$ cat src/rtl/decrypt_pkg.sv
// Shared definitions for the byte cipher: whitening key, nibble swap and the
// FIPS-197 forward/inverse S-box tables used by the encryptor and decryptor.
package decrypt_pkg;

  typedef logic [7:0] byte_t;

  localparam byte_t DEFAULT_KEY = 8'h5A;

  localparam byte_t AES_SBOX [0:255] = '{
    8'h63, 8'h7c, 8'h77, 8'h7b, 8'hf2, 8'h6b, 8'h6f, 8'hc5, 8'h30, 8'h01, 8'h67, 8'h2b, 8'hfe, 8'hd7, 8'hab, 8'h76,
    8'hca, 8'h82, 8'hc9, 8'h7d, 8'hfa, 8'h59, 8'h47, 8'hf0, 8'had, 8'hd4, 8'ha2, 8'haf, 8'h9c, 8'ha4, 8'h72, 8'hc0,
    8'hb7, 8'hfd, 8'h93, 8'h26, 8'h36, 8'h3f, 8'hf7, 8'hcc, 8'h34, 8'ha5, 8'he5, 8'hf1, 8'h71, 8'hd8, 8'h31, 8'h15,
    8'h04, 8'hc7, 8'h23, 8'hc3, 8'h18, 8'h96, 8'h05, 8'h9a, 8'h07, 8'h12, 8'h80, 8'he2, 8'heb, 8'h27, 8'hb2, 8'h75,
    8'h09, 8'h83, 8'h2c, 8'h1a, 8'h1b, 8'h6e, 8'h5a, 8'ha0, 8'h52, 8'h3b, 8'hd6, 8'hb3, 8'h29, 8'he3, 8'h2f, 8'h84,
    8'h53, 8'hd1, 8'h00, 8'hed, 8'h20, 8'hfc, 8'hb1, 8'h5b, 8'h6a, 8'hcb, 8'hbe, 8'h39, 8'h4a, 8'h4c, 8'h58, 8'hcf,
    8'hd0, 8'hef, 8'haa, 8'hfb, 8'h43, 8'h4d, 8'h33, 8'h85, 8'h45, 8'hf9, 8'h02, 8'h7f, 8'h50, 8'h3c, 8'h9f, 8'ha8,
    8'h51, 8'ha3, 8'h40, 8'h8f, 8'h92, 8'h9d, 8'h38, 8'hf5, 8'hbc, 8'hb6, 8'hda, 8'h21, 8'h10, 8'hff, 8'hf3, 8'hd2,
    8'hcd, 8'h0c, 8'h13, 8'hec, 8'h5f, 8'h97, 8'h44, 8'h17, 8'hc4, 8'ha7, 8'h7e, 8'h3d, 8'h64, 8'h5d, 8'h19, 8'h73,
    8'h60, 8'h81, 8'h4f, 8'hdc, 8'h22, 8'h2a, 8'h90, 8'h88, 8'h46, 8'hee, 8'hb8, 8'h14, 8'hde, 8'h5e, 8'h0b, 8'hdb,
    8'he0, 8'h32, 8'h3a, 8'h0a, 8'h49, 8'h06, 8'h24, 8'h5c, 8'hc2, 8'hd3, 8'hac, 8'h62, 8'h91, 8'h95, 8'he4, 8'h79,
    8'he7, 8'hc8, 8'h37, 8'h6d, 8'h8d, 8'hd5, 8'h4e, 8'ha9, 8'h6c, 8'h56, 8'hf4, 8'hea, 8'h65, 8'h7a, 8'hae, 8'h08,
    8'hba, 8'h78, 8'h25, 8'h2e, 8'h1c, 8'ha6, 8'hb4, 8'hc6, 8'he8, 8'hdd, 8'h74, 8'h1f, 8'h4b, 8'hbd, 8'h8b, 8'h8a,
    8'h70, 8'h3e, 8'hb5, 8'h66, 8'h48, 8'h03, 8'hf6, 8'h0e, 8'h61, 8'h35, 8'h57, 8'hb9, 8'h86, 8'hc1, 8'h1d, 8'h9e,
    8'he1, 8'hf8, 8'h98, 8'h11, 8'h69, 8'hd9, 8'h8e, 8'h94, 8'h9b, 8'h1e, 8'h87, 8'he9, 8'hce, 8'h55, 8'h28, 8'hdf,
    8'h8c, 8'ha1, 8'h89, 8'h0d, 8'hbf, 8'he6, 8'h42, 8'h68, 8'h41, 8'h99, 8'h2d, 8'h0f, 8'hb0, 8'h54, 8'hbb, 8'h16
  };

  localparam byte_t AES_INV_SBOX [0:255] = '{
    8'h52, 8'h09, 8'h6a, 8'hd5, 8'h30, 8'h36, 8'ha5, 8'h38, 8'hbf, 8'h40, 8'ha3, 8'h9e, 8'h81, 8'hf3, 8'hd7, 8'hfb,
    8'h7c, 8'he3, 8'h39, 8'h82, 8'h9b, 8'h2f, 8'hff, 8'h87, 8'h34, 8'h8e, 8'h43, 8'h44, 8'hc4, 8'hde, 8'he9, 8'hcb,
    8'h54, 8'h7b, 8'h94, 8'h32, 8'ha6, 8'hc2, 8'h23, 8'h3d, 8'hee, 8'h4c, 8'h95, 8'h0b, 8'h42, 8'hfa, 8'hc3, 8'h4e,
    8'h08, 8'h2e, 8'ha1, 8'h66, 8'h28, 8'hd9, 8'h24, 8'hb2, 8'h76, 8'h5b, 8'ha2, 8'h49, 8'h6d, 8'h8b, 8'hd1, 8'h25,
    8'h72, 8'hf8, 8'hf6, 8'h64, 8'h86, 8'h68, 8'h98, 8'h16, 8'hd4, 8'ha4, 8'h5c, 8'hcc, 8'h5d, 8'h65, 8'hb6, 8'h92,
    8'h6c, 8'h70, 8'h48, 8'h50, 8'hfd, 8'hed, 8'hb9, 8'hda, 8'h5e, 8'h15, 8'h46, 8'h57, 8'ha7, 8'h8d, 8'h9d, 8'h84,
    8'h90, 8'hd8, 8'hab, 8'h00, 8'h8c, 8'hbc, 8'hd3, 8'h0a, 8'hf7, 8'he4, 8'h58, 8'h05, 8'hb8, 8'hb3, 8'h45, 8'h06,
    8'hd0, 8'h2c, 8'h1e, 8'h8f, 8'hca, 8'h3f, 8'h0f, 8'h02, 8'hc1, 8'haf, 8'hbd, 8'h03, 8'h01, 8'h13, 8'h8a, 8'h6b,
    8'h3a, 8'h91, 8'h11, 8'h41, 8'h4f, 8'h67, 8'hdc, 8'hea, 8'h97, 8'hf2, 8'hcf, 8'hce, 8'hf0, 8'hb4, 8'he6, 8'h73,
    8'h96, 8'hac, 8'h74, 8'h22, 8'he7, 8'had, 8'h35, 8'h85, 8'he2, 8'hf9, 8'h37, 8'he8, 8'h1c, 8'h75, 8'hdf, 8'h6e,
    8'h47, 8'hf1, 8'h1a, 8'h71, 8'h1d, 8'h29, 8'hc5, 8'h89, 8'h6f, 8'hb7, 8'h62, 8'h0e, 8'haa, 8'h18, 8'hbe, 8'h1b,
    8'hfc, 8'h56, 8'h3e, 8'h4b, 8'hc6, 8'hd2, 8'h79, 8'h20, 8'h9a, 8'hdb, 8'hc0, 8'hfe, 8'h78, 8'hcd, 8'h5a, 8'hf4,
    8'h1f, 8'hdd, 8'ha8, 8'h33, 8'h88, 8'h07, 8'hc7, 8'h31, 8'hb1, 8'h12, 8'h10, 8'h59, 8'h27, 8'h80, 8'hec, 8'h5f,
    8'h60, 8'h51, 8'h7f, 8'ha9, 8'h19, 8'hb5, 8'h4a, 8'h0d, 8'h2d, 8'he5, 8'h7a, 8'h9f, 8'h93, 8'hc9, 8'h9c, 8'hef,
    8'ha0, 8'he0, 8'h3b, 8'h4d, 8'hae, 8'h2a, 8'hf5, 8'hb0, 8'hc8, 8'heb, 8'hbb, 8'h3c, 8'h83, 8'h53, 8'h99, 8'h61,
    8'h17, 8'h2b, 8'h04, 8'h7e, 8'hba, 8'h77, 8'hd6, 8'h26, 8'he1, 8'h69, 8'h14, 8'h63, 8'h55, 8'h21, 8'h0c, 8'h7d
  };

  function automatic byte_t swap_nibbles(input byte_t b);
    return {b[3:0], b[7:4]};
  endfunction

  // Forward direction, used by the encryptor and by round-trip checks.
  function automatic byte_t encrypt(input byte_t p, input byte_t key);
    return swap_nibbles(AES_SBOX[p]) ^ key;
  endfunction

endpackage

$ cat src/rtl/decrypt_byte_if.sv
// Ciphertext-in / plaintext-out byte stream with valid qualifiers.
interface decrypt_byte_if;
  import decrypt_pkg::*;

  byte_t din;
  logic  din_valid;
  byte_t dout;
  logic  dout_valid;

  modport master (output din, output din_valid, input dout, input dout_valid);
  modport slave  (input din, input din_valid, output dout, output dout_valid);
endinterface

$ cat src/rtl/inv_sbox_8.sv
// Purely combinational FIPS-197 inverse S-box lookup.
module inv_sbox_8
  import decrypt_pkg::*;
(
  input  byte_t sin,
  output byte_t sout
);

  // NOTE: every always_comb output gets a default first so no path can infer a latch.
  always_comb begin
    sout = 8'h00;
    sout = AES_INV_SBOX[sin];
  end

endmodule

$ cat src/rtl/decrypt_byte.sv
// Single-byte decryption stage: un-whiten, nibble swap, inverse S-box, then
// one register stage with a valid qualifier.
module decrypt_byte
  import decrypt_pkg::*;
#(
  parameter byte_t KEY = DEFAULT_KEY
) (
  input  logic           clk,
  input  logic           rst_n,
  decrypt_byte_if.slave  bus
);

  byte_t unpermuted;
  byte_t plain;
  byte_t dout_q;
  logic  dout_valid_q;

  assign unpermuted = swap_nibbles(bus.din ^ KEY);

  inv_sbox_8 u_inv_sbox (
    .sin  (unpermuted),
    .sout (plain)
  );

  // NOTE: sequential state uses non-blocking assignments so every flop samples pre-edge values.
  always_ff @(posedge clk) begin
    if (!rst_n) begin
      dout_q       <= 8'h00;
      dout_valid_q <= 1'b0;
    end else begin
      dout_valid_q <= bus.din_valid;
      // dout keeps the last plaintext across idle cycles.
      if (bus.din_valid) dout_q <= plain;
    end
  end

  assign bus.dout       = dout_q;
  assign bus.dout_valid = dout_valid_q;

endmodule

$ cat src/flat_wrapper.sv
// flat-port wrapper written by rule: the top's interface ports become plain ports
module decrypt_byte_flat import decrypt_pkg::*;
#(
  parameter byte_t KEY = DEFAULT_KEY
)
  (clk, rst_n, bus_din, bus_din_valid, bus_dout, bus_dout_valid);
  decrypt_byte_if bus_i ();
  input  logic clk;
  input  logic rst_n;
  input wire logic [$bits(bus_i.din)-1:0] bus_din;
  input wire logic [$bits(bus_i.din_valid)-1:0] bus_din_valid;
  output wire logic [$bits(bus_i.dout)-1:0] bus_dout;
  output wire logic [$bits(bus_i.dout_valid)-1:0] bus_dout_valid;
  assign bus_i.din = bus_din;
  assign bus_i.din_valid = bus_din_valid;
  assign bus_dout = bus_i.dout;
  assign bus_dout_valid = bus_i.dout_valid;
  decrypt_byte #(.KEY(KEY)) u_core (.clk(clk), .rst_n(rst_n), .bus(bus_i));
endmodule
$ cat config.mk
export PLATFORM = sky130hd
export DESIGN_NAME = decrypt_byte_flat
export DESIGN_NICKNAME = d
export VERILOG_FILES = /design/src/rtl/decrypt_pkg.sv /design/src/rtl/decrypt_byte_if.sv /design/src/rtl/inv_sbox_8.sv /design/src/rtl/decrypt_byte.sv /design/src/flat_wrapper.sv
export SDC_FILE = /design/constraint.sdc
export NUM_CORES = 1
export LEC_CHECK = 0
export ABC_AREA = 1
export CAP_MARGIN = 20
export CORE_MARGIN = 8
export CORE_UTILIZATION = 55
export DETAILED_ROUTE_END_ITERATION = 8
export PLACE_DENSITY_LB_ADDON = 0.08
export SLEW_MARGIN = 20
export SYNTH_ARGS = -nofsm -noshare
export SYNTH_HDL_FRONTEND = slang
export SYNTH_SLANG_ARGS = --single-unit
$ cat constraint.sdc
create_clock -name clk -period 2.3 [get_ports clk]
set_input_delay 0.345 -clock clk [delete_from_list [all_inputs] [get_ports clk]]
set_output_delay 0.345 -clock clk [all_outputs]
set_load 0.03 [all_outputs]
# == Word level (Yosys, flattened, before mapping) ==
# Memory sizes are Yosys's and may differ from the RTL's. A register that Yosys moved wholly into a read port is not among the register bits.
# Index checks and enable logic that the tools add are counted.
# totals
register_bits,1
mem_bits_ro,2048
inputBits,11
out_inout_bits,9
elab_cells,5
n_memories,1
# op_classes
n_bitwise,2
reduce_logical,1
# mem_list
memory,words,word_bits,read_ports,rd_ports_with_merged_regs,write_ports,line_no,rtl
(no name shown),256,8,1,1,0,inv_sbox_8.sv:12,sout = AES_INV_SBOX[sin];
# ops
operator,count
NOT 8 -> 9 bit,1
NOT 4 bit,1
zero test 1 bit,1

# == Depth between registers and ports, before layout ==
# logic_depth
ltp_word,2
ltp_mapped,16
depth_no_buf,14

# == By module ==
# Synthesis repeated with hierarchy kept, for this count alone.
# unflattened
cells_unflattened,686
hier_area_um2,3480.8
# modules_own_cells
mod,n_inst,cells_each,area_each_um2
inv_sbox_8,1,628,3090.5
decrypt_byte,1,58,390.4

# == Least setup slack after synthesis ==
# OpenSTA, ideal clock, no wires.
# synth_timing
kind,in2reg
start,in bus_din[4]
end,"reg u_core.dout_q[3], in the netlist u_core.bus.dout[3]"
setup_time_ps,109
arrival_ps,1816
required_time_ps,2191
setup_slack_ps,375
path_stages,16
path_buffers,2
cell_sequence,buf_4 > inv_1 > ha_1 > clkbuf_2 > inv_1 > nand2_1 > nand2_1 > nand2_1 > nand3_1 > nand3_1 > nand2_1 > nand2_1 > nand3_1 > nand3_1 > nand2_1 > inv_1
# synth_between
elab_chain_cells,2
# synth_lines
element,line_no,rtl
start: declaration,flat_wrapper.sv:10,input wire logic [$bits(bus_i.din)-1:0] bus_din;
NOT 4 bit (no line),-,
NOT 8 -> 9 bit (implied by the code),inv_sbox_8.sv:12,
end: declaration,decrypt_byte.sv:15,byte_t dout_q;
# No other way between the ends.
# A chain may end at the register's enable or synchronous reset.

# == Final worst setup path ==
# layout_timing
start,in bus_din[4]
end,"reg u_core.dout_q[5], in the netlist u_core.bus.dout[5]"
# The elaborated chain is that of the path after synthesis.

==> flow_summary.yaml <==
power_and_ir_drop:
  p_leak_uw: 0.00228
  ir_drop_mv: 0.495
  powerDensity_nw_per_um2: 326
route:
  drc: 37
  wl_per_cell_um: 20.7
  wl_mm: 17.1
  drtAntennaViolNets: 0
  first_pass_iters: 9
  detail_route.vias_per_cell: 6.83
  drtIter0Drc: 1532
  vias: 5645
outcome:
  status: "finished, violations left"
  violations: "design-rule violations, negative setup slack"
clocking:
  cts_max_level: 1
  cts_tree: "yes"
  cts_buffers: 3
  cts_hold_buf: 0
  clk_latency_ns: 0.23
  clockRootBuffer: "clkbuf_8"
  clk_pin_slew_ns: 0.05
  clockBufferDepth: 2
  numClockSinks: 9
yosys:
  synth_most_common_cell: "nand2_1"
  syn_area_um2: 3360
  yosys-top-cells-count: "nand2_1, nand3_1, nor2_1"
  synth_seq_cells: 9
  ys.flop_type: "dfxtp_1"
  synth-edff-count: 0
  yosysWarnings: 0
  synth_top_area_share_pct: 32.9
  ys_seq_area_share_pct: 5.36
  syn_nets: 725
  synthArstFlopShare_pct: 0
  yosys-top-cells-area: "nand3_1, nand2_1, nor2_1, ha_1, dfxtp_1"
  avgSynthCellArea_um2: 4.81
  synth_cells: 699
  synth_cell_types: 24
  synth_area_leader_cell: "nand3_1"
critical_path:
  startpoint: "bus_din[4]"
  critPathArrivalTime_ns: 2.43
  r2r_slack_ns: 1.65
  rr_endpoint: "u_core.bus.dout[1]$_SDFFE_PN0P_"
  path_class: "in2reg"
  cp_max_fo: 12
  start_kind: "input pin"
  crit_required_ns: 2.43
  ff2ff_path_depth: 2
  worstSetupEndpointType: "register"
  r2r_start: "u_core.bus.dout[1]$_SDFFE_PN0P_"
timing:
  max_freq_mhz: 434
  min_period_ns: 2.31
  fin_crit_sh_pct: 100
  finalSetupViolCount: 1
  rsz0062_at_grt: "true"
  report.final.slew_viol_count: 0
  relSlewSlack_pct: 62.0
  setup_ws_ns: -0.00635
  setup-tns-final_ns: -0.00635
  worst_pin_slew_ns: 0.568
  hold_viol: 0
  fin_worst_skew_ns: 0
grt:
  grt_pass1_wl_mm: 26.8
  grt_pass1_vias: 5048
  grt_overflow: 0
  grt_antenna_before_repair: 0
  grt_max_degree: 67
  grt_use_total_pct: 38.2
worst_hold_path:
  hold_start: "u_core.bus.dout[7]$_SDFFE_PN0P_"
  hold_class: "reg2reg"
  hold_path_end: "u_core.bus.dout[7]$_SDFFE_PN0P_"
  hold_depth: 2
layout:
  nNetsFinal: 779
  fin_area_um2: 4250
  drive_above_1_share_pct: 17.6
  syn2layout_area_growth_pct: 26.4
  n_fill_cell: 531
  final_cell_count_no_fill: 827
  diodes: 0
placed_design:
  placed_area_um2: 4050
  dp_cells: 820
  gp_congestion: 1.16
  hpwl_mm: 11.8
  io_buffers: 19
floorplanning:
  die_area_um2: 8880
  die_y_um: 94.2
  ios: 20
  fp.dieW_um: 94.2
  core.rowCount: 28
  start_util_pct: 56.8
  coreArea_um2: 5920
flow_run:
  maxCapViolations: 0
metrics by stage:
step	hold WS [ns]	worst slack (ns)	util [%]	total power, uW
2_1_floorplan	0.461	0.375	-	759
3_3_place_gp	0.495	-0.225	68.4	1090
3_5_place_dp	0.511	-0.303	68.4	1100
4_1_cts	0.523	-0.00321	69.3	1280
5_1_grt	0.540	-0.0630	71.8	1460
6_report	0.524	-0.00635	71.8	1390
logic make-up after synthesis:
family | Yosys count | synth area share (%)
and+or+nand+nor | 544 | 70.2
buffers and inverters | 86 | 11.8
AOI/OAI and AO/OA | 45 | 6.99
adders and majority gates | 15 | 5.58
DFF | 9 | 5.36
how the worst max path moves through the flow:
stage,endpoint,slack (ns),cells after the start
floorplan,u_core.bus.dout[3]$_SDFFE_PN0P_,0.38,16
global placement,u_core.bus.dout[1]$_SDFFE_PN0P_,-0.23,14
detailed placement,u_core.bus.dout[0]$_SDFFE_PN0P_,-0.30,15
CTS,u_core.bus.dout[4]$_SDFFE_PN0P_,-0.003,16
global route,u_core.bus.dout[5]$_SDFFE_PN0P_,-0.06,13
finish,u_core.bus.dout[5]$_SDFFE_PN0P_,-0.006,13
registers in the layout, summed over array words and instances, names as in the netlist:
name,flops
u_core.bus.dout,8
u_core.bus.dout_valid,1
critical path: stages:
cell             delay, ns
clkdlybuf4s50_1       0.45
buf_6                 0.16
ha_1                  0.21
inv_2                 0.15
nand2_8               0.13
nand3_1               0.21
nand3_1               0.13
nand3_1               0.12
nand3_1               0.15
nand3_1               0.15
nand3_1               0.10
nand2_1               0.08
inv_1                 0.03
power by group:
group | total, uW | leakage (uW) | switching [uW] | internal (uW)
Combinational | 1030 | 0.00218 | 669 | 360
Sequential | 176 | 0.0000749 | 5.76 | 170
Clock | 180 | 0.0000228 | 59.4 | 120
Total | 1390 | 0.00228 | 734 | 651
routing by layer:
metal | vias up | routed length, um | global-route usage [%]
li1 | 2412 | - | -
met1 | 2330 | 5670 | 48.2
met2 | 692 | 6610 | 54.8
met3 | 211 | 3310 | 14.3
met4 | 0 | 1520 | 19.8
met5 | - | 0 | 0
layout make-up:
| cell class | count | area [um^2] | area share [%] |
|---|---|---|---|
| repair buffers | 100 | 882 | 20.7 |
| flip-flops and latches | 9 | 180 | 4.24 |
| inverters | 35 | 136 | 3.21 |
| clock buffers | 4 | 45.0 | 1.06 |
| multi-input cells | 604 | 2910 | 68.5 |
| well taps | 75 | 93.8 | 2.21 |
placed cells by master, fill, tap and decap left out, drive strengths merged:
cell	Yosys	layout
ha	15	15
clkinv	2	2
buf	41	83
inv	33	33
clkbuf	10	4
o211ai	4	4
dfxtp	9	9
nand4	1	1
dlymetal6s2s	0	1
nand3	223	223
o21ai	11	11
nand2	258	258
or2	2	2
nor2	60	60
clkdlybuf4s50	0	16
a21oi	30	30
repair_timing:
action	in CTS	in global routing
setup buffers	0	3
hold endpoints to repair	0	0
pin swaps	0	1
endpoints found under the setup margin	3	8
resized for setup	4	38
No activity file was read; power rests on OpenSTA's default activity.
